File: src/rtl/aes_pkg.sv
// Shared AES types and helpers for the decrypt datapath stages.
// Byte k of a state is state[127-8k -: 8]; row = k % NB, column = k / NB.
package aes_pkg;

  localparam int NB         = 4;
  localparam int NBYTES     = 16;
  localparam int STATE_BITS = 128;

  typedef logic [STATE_BITS-1:0] state_t;

  typedef enum logic [1:0] {
    EMPTY = 2'd0,
    ONE   = 2'd1,
    TWO   = 2'd2
  } buf_state_e;

  function automatic logic [7:0] get_byte(input state_t s, input int k);
    return s[STATE_BITS-1-8*k -: 8];
  endfunction

endpackage

File: src/rtl/inv_shift_rows_comb.sv
// Purely combinational AES InvShiftRows byte permutation.
// out[r+4c] = in[r+4*((c-r) mod 4)]; row r rotates right by r columns.
module inv_shift_rows_comb
  import aes_pkg::*;
(
  input  state_t in_state,
  output state_t out_state
);

  genvar gi;
  generate
    for (gi = 0; gi < NBYTES; gi++) begin : g_byte
      localparam int row = gi % NB;
      localparam int col = gi / NB;
      localparam int src = row + NB * ((col - row + NB) % NB);
      assign out_state[STATE_BITS-1-8*gi -: 8] = get_byte(in_state, src);
    end
  endgenerate

endmodule

File: src/rtl/inv_shift_rows_stage.sv
// Registered InvShiftRows stage behind a 2-entry skid buffer (valid/ready both sides).
// Optional output transfer counter on xfer_cnt when INVSR_XFER_CNT_EN is defined.
module inv_shift_rows_stage
  import aes_pkg::*;
#(
  parameter int STATE_W = 128
) (
  input  logic               clk,
  input  logic               rst_n,
  input  logic               flush,
  input  logic               s_valid,
  output logic               s_ready,
  input  logic               s_enable,
  input  logic [STATE_W-1:0] s_data,
  output logic               m_valid,
  input  logic               m_ready,
  output logic [STATE_W-1:0] m_data
`ifdef INVSR_XFER_CNT_EN
  ,
  output logic [31:0]        xfer_cnt
`endif
);

  generate
    if (STATE_W != STATE_BITS) begin : g_bad_width
      $error("inv_shift_rows_stage: STATE_W must be 128");
    end
  endgenerate

  buf_state_e state_reg, state_next;
  state_t     main_reg, main_next;
  state_t     skid_reg, skid_next;
  logic       s_ready_reg;
  state_t     shifted;
  state_t     in_data;
  logic       in_fire;
  logic       out_fire;

  inv_shift_rows_comb u_perm (
    .in_state  (s_data),
    .out_state (shifted)
  );

  // Permutation (or bypass) happens before the registers; both entries hold final data.
  assign in_data  = s_enable ? shifted : s_data;
  assign in_fire  = s_valid & s_ready_reg;
  assign out_fire = m_valid & m_ready;

  assign m_valid = (state_reg != EMPTY);
  assign m_data  = main_reg;
  assign s_ready = s_ready_reg;

  always_comb begin
    state_next = state_reg;
    main_next  = main_reg;
    skid_next  = skid_reg;
    if (flush) begin
      state_next = EMPTY;
    end else begin
      unique case (state_reg)
        EMPTY: begin
          if (in_fire) begin
            state_next = ONE;
            main_next  = in_data;
          end
        end
        ONE: begin
          if (in_fire && out_fire) begin
            main_next = in_data;
          end else if (in_fire) begin
            state_next = TWO;
            skid_next  = in_data;
          end else if (out_fire) begin
            state_next = EMPTY;
          end
        end
        TWO: begin
          // s_ready is low here, so only the drain side can move.
          if (out_fire) begin
            state_next = ONE;
            main_next  = skid_reg;
          end
        end
        default: state_next = EMPTY;
      endcase
    end
  end

  always_ff @(posedge clk or negedge rst_n) begin
    if (!rst_n) begin
      state_reg   <= EMPTY;
      main_reg    <= '0;
      skid_reg    <= '0;
      s_ready_reg <= 1'b1;
    end else begin
      state_reg   <= state_next;
      main_reg    <= main_next;
      skid_reg    <= skid_next;
      s_ready_reg <= (state_next != TWO);
    end
  end

`ifdef INVSR_XFER_CNT_EN
  logic [31:0] xfer_cnt_reg;

  // Flush wins over a coincident output handshake, so that beat is not counted.
  always_ff @(posedge clk or negedge rst_n) begin
    if (!rst_n) begin
      xfer_cnt_reg <= '0;
    end else if (out_fire && !flush) begin
      xfer_cnt_reg <= xfer_cnt_reg + 32'd1;
    end
  end

  assign xfer_cnt = xfer_cnt_reg;
`endif

endmodule
File: config.mk
export PLATFORM = sky130hd
export DESIGN_NAME = inv_shift_rows_stage
export DESIGN_NICKNAME = d
export VERILOG_FILES = /design/src/rtl/aes_pkg.sv /design/src/rtl/inv_shift_rows_comb.sv /design/src/rtl/inv_shift_rows_stage.sv
export SDC_FILE = /design/constraint.sdc
export NUM_CORES = 1
export LEC_CHECK = 0
export BUFFER_PORTS_ARGS = -buffer_cell sky130_fd_sc_hd__buf_4
export CAP_MARGIN = 40
export CORE_ASPECT_RATIO = 1.4
export CORE_MARGIN = 2
export CORE_UTILIZATION = 33
export CTS_BUF_LIST = sky130_fd_sc_hd__clkbuf_8 sky130_fd_sc_hd__clkbuf_16
export CTS_CLUSTER_SIZE = 14
export DETAILED_ROUTE_END_ITERATION = 16
export SLEW_MARGIN = 15
export SYNTH_ARGS = -nofsm -noshare
export SYNTH_HDL_FRONTEND = slang
export SYNTH_SLANG_ARGS = --single-unit
File: constraint.sdc
create_clock -name clk -period 3.42 [get_ports clk]
set_input_delay 0.171 -clock clk [delete_from_list [all_inputs] [get_ports clk]]
set_output_delay 0.171 -clock clk [all_outputs]
set_load 0.01 [all_outputs]
==> results by group <==
Yosys
  – Flip-flop and latch count after synthesis: 259
  – Cell Area, Synth: 11600 µm²
  – Warnings from Yosys: 0
  – Part of the Yosys area used for sequential elements: 55.8%
  – Synthesized instance count: 1162
  – Top flip-flop cell by instance count after synthesis: sky130_fd_sc_hd__dfrtp_1
  – Number of enable-type register cells in the synthesized netlist: 0
  – Count of cell types in the netlist: 24
  – Synth Area per Inst: 10.0 µm²
  – Synth async-reset ratio: 100%
  – Syn Nets: 1296

CTS
  – H-tree levels: 1
  – Post-CTS setup repair buffer count: 0
  – Post_cts resized: 0
  – CTS Hold Buffers Added: 162
  – Reg clk slew, reported paths: 70 ps
  – Number of sinks driven by the clock tree: 259
  – TritonCTS buffer count: 28
  – CTS tree: done
  – CTS root buffer: sky130_fd_sc_hd__clkbuf_16
  – Latest clock arrival within the worst-skew pair: 550 ps
  – Longest Clk Path Bufs: 3

STA
  – Transition time of the tightest slew-check pin: 964 ps
  – Maximum clock skew at final layout: 10.9 ps
  – Crit share post-route: 70.5%
  – Final critical-path setup slack: 1010 ps
  – Final hold violations: 0
  – F_max: 415 MHz
  – Final setup violating endpoints: 0
  – Headroom to the max-slew limit: 35.7%
  – Max-slew violation count: 0
  – Setup TNS after final layout: 0 ps
  – Final Critical Period: 2410 ps
  – RSZ-0062 raised after global routing: no

Outcome
  – Run status: complete, no violations

Power and ir drop
  – Power density relative to cell area: 579 nW/µm²
  – Peak VDD IR: 396 µV
  – Leakage: 8.08 nW
  – Power Total: 9.58 mW

Floorplan
  – Number of placement rows: 81
  – Die height: 226 µm
  – Top Ports: 264
  – Initial Util: 33.3%
  – Chip Width: 163 µm
  – Standard cell core area: 34900 µm²
  – DIE AREA: 36700 µm²

Placement
  – PortBufs: 263
  – Weighted congestion reported at the end of routability-driven placement: 0.804
  – Cell area reported after detailed placement: 14000 µm²
  – Estimated wirelength of the detail-placed design: 24000 µm
  – Pre-CTS worst setup slack: 1370 ps

Cells and area
  – Post-route cell area: 16500 µm²
  – Net total in the final layout: 1681
  – Most frequent cells in the layout: sky130_fd_sc_hd__buf_4, sky130_fd_sc_hd__dfrtp_1, sky130_fd_sc_hd__nand2_1
  – Share of final-layout standard cells stronger than drive strength 1: 23.5%
  – Most common cell after layout, fill and taps aside: sky130_fd_sc_hd__buf_4
  – Area growth, synth to finish: 42.4%
  – Diodes inserted: 0

Drt
  – Total detailed-routing wirelength: 36200 µm
  – 1st-iter DRT viols: 574
  – DRC violation count after routing: 0
  – Vias per cell: 4.73
  – Via total after detailed routing: 9568
  – Number of optimization iterations in the first detailed-route pass: 5
  – DR WL/cell: 17.9 µm
  – Remaining number of nets flagged by the antenna check after routing: 0

Setup path
  – Maximum fanout encountered on the critical timing path: 96
  – Capturing element type of the critical path: flip-flop
  – Source of the worst register-to-register timing path: state_reg[0]
  – Setup slack of the most critical reg-to-reg path: 1010 ps
  – Arrival time reported for the critical path endpoint: 2900 ps
  – Critical Path Start Type: flip-flop
  – CP required: 3910 ps
  – Worst reg2reg path endpoint: state_reg[0]
  – Worst Reg-to-Reg Cells: 5
  – Critical path start-end classification: reg -> reg

Worst hold path
  – Endpoint of the worst hold-timing path: skid_reg[73]
  – Hold Path Origin: s_data[73]
  – Hold Path Class: in -> reg
  – Cell depth of the worst min-delay path: 3

GRT
  – First-pass GRT wire length: 55900 µm
  – Global route total overflow: 0
  – Global router's overall resource usage: 19.6%
  – Initial antenna violation count: 0
  – Maximum number of pins on one net before global-route repair: 135
  – Number of global-route vias before repair: 9836

Job
  – Max Cap Viol: 0
-- power breakdown --
part	switching (mW)	internal (mW)	total, mW
clock network	1.31	1.86	3.16
logic	1.05	1.12	2.16
registers	0.433	3.82	4.25
-- routing by layer --
metal  track usage, %  part of all wire, %
met5                0                    0
met4             7.82                  3.9
met3             3.32                  5.0
met2             35.4                   52
met1             23.0                   39
-- synthesized netlist by cell type (2+ instances only) --
cell	n	area [µm²]
sky130_fd_sc_hd__a21oi_1	96	480
sky130_fd_sc_hd__buf_1	2	7.51
sky130_fd_sc_hd__buf_2	30	150
sky130_fd_sc_hd__buf_6	12	135
sky130_fd_sc_hd__clkbuf_1	45	169
sky130_fd_sc_hd__dfrtp_1	258	6460
sky130_fd_sc_hd__mux2_4	32	480
sky130_fd_sc_hd__mux2i_1	128	1280
sky130_fd_sc_hd__nand2_1	225	845
sky130_fd_sc_hd__nor2_1	97	364
sky130_fd_sc_hd__o21ai_0	222	1110
sky130_fd_sc_hd__o21ai_1	2	10.0
sky130_fd_sc_hd__o31a_1	2	17.5
-- critical path, stage by stage (launching register included) --
cell	delay (ps)
sky130_fd_sc_hd__dfrtp_1	400
sky130_fd_sc_hd__and2b_4	530
sky130_fd_sc_hd__buf_12	450
sky130_fd_sc_hd__a2bb2oi_1	150
sky130_fd_sc_hd__nor2_1	120
sky130_fd_sc_hd__dlygate4sd3_1	560
-- worst max-delay path by stage --
stage	start	slack [ps]	end
2_1_floorplan	s_ready	1600	skid_reg[28]
3_3_place_gp	s_enable	1410	m_data[66]
3_5_place_dp	s_enable	1370	m_data[66]
4_1_cts	state_reg[0]	1050	state_reg[0]
5_1_grt	state_reg[0]	890	state_reg[0]
6_report	state_reg[0]	1010	state_reg[0]
-- per-stage QoR --
step           hold WS, ps  util (%)  std cells
6_report              3.41      47.4       2023
5_1_grt               26.1      47.4       2023
4_1_cts               2.09      47.4       2023
3_5_place_dp           332      40.0       1811
3_3_place_gp           333      40.0       1811
2_1_floorplan         -125         -       1162
-- layout make-up --
class | instances | area [µm²]
Sequential cell | 259 | 6480
Tap cell | 456 | 571
Timing Repair Buffer | 444 | 3850
Clock buffer | 33 | 781
Multi-Input combinational cell | 813 | 4670
Inverter | 1 | 3.75
Fill cell | 3303 | 18300
Clock inverter | 17 | 178
-- cells by family after synthesis --
kind of cell / synth area share [%]
simple gates: 10.9
flops: 55.8
buf+inv: 4.01
mux: 15.2
xor+xnor: 0.0754
compound gates: 14.0
No activity file was read; power rests on OpenSTA's default activity.
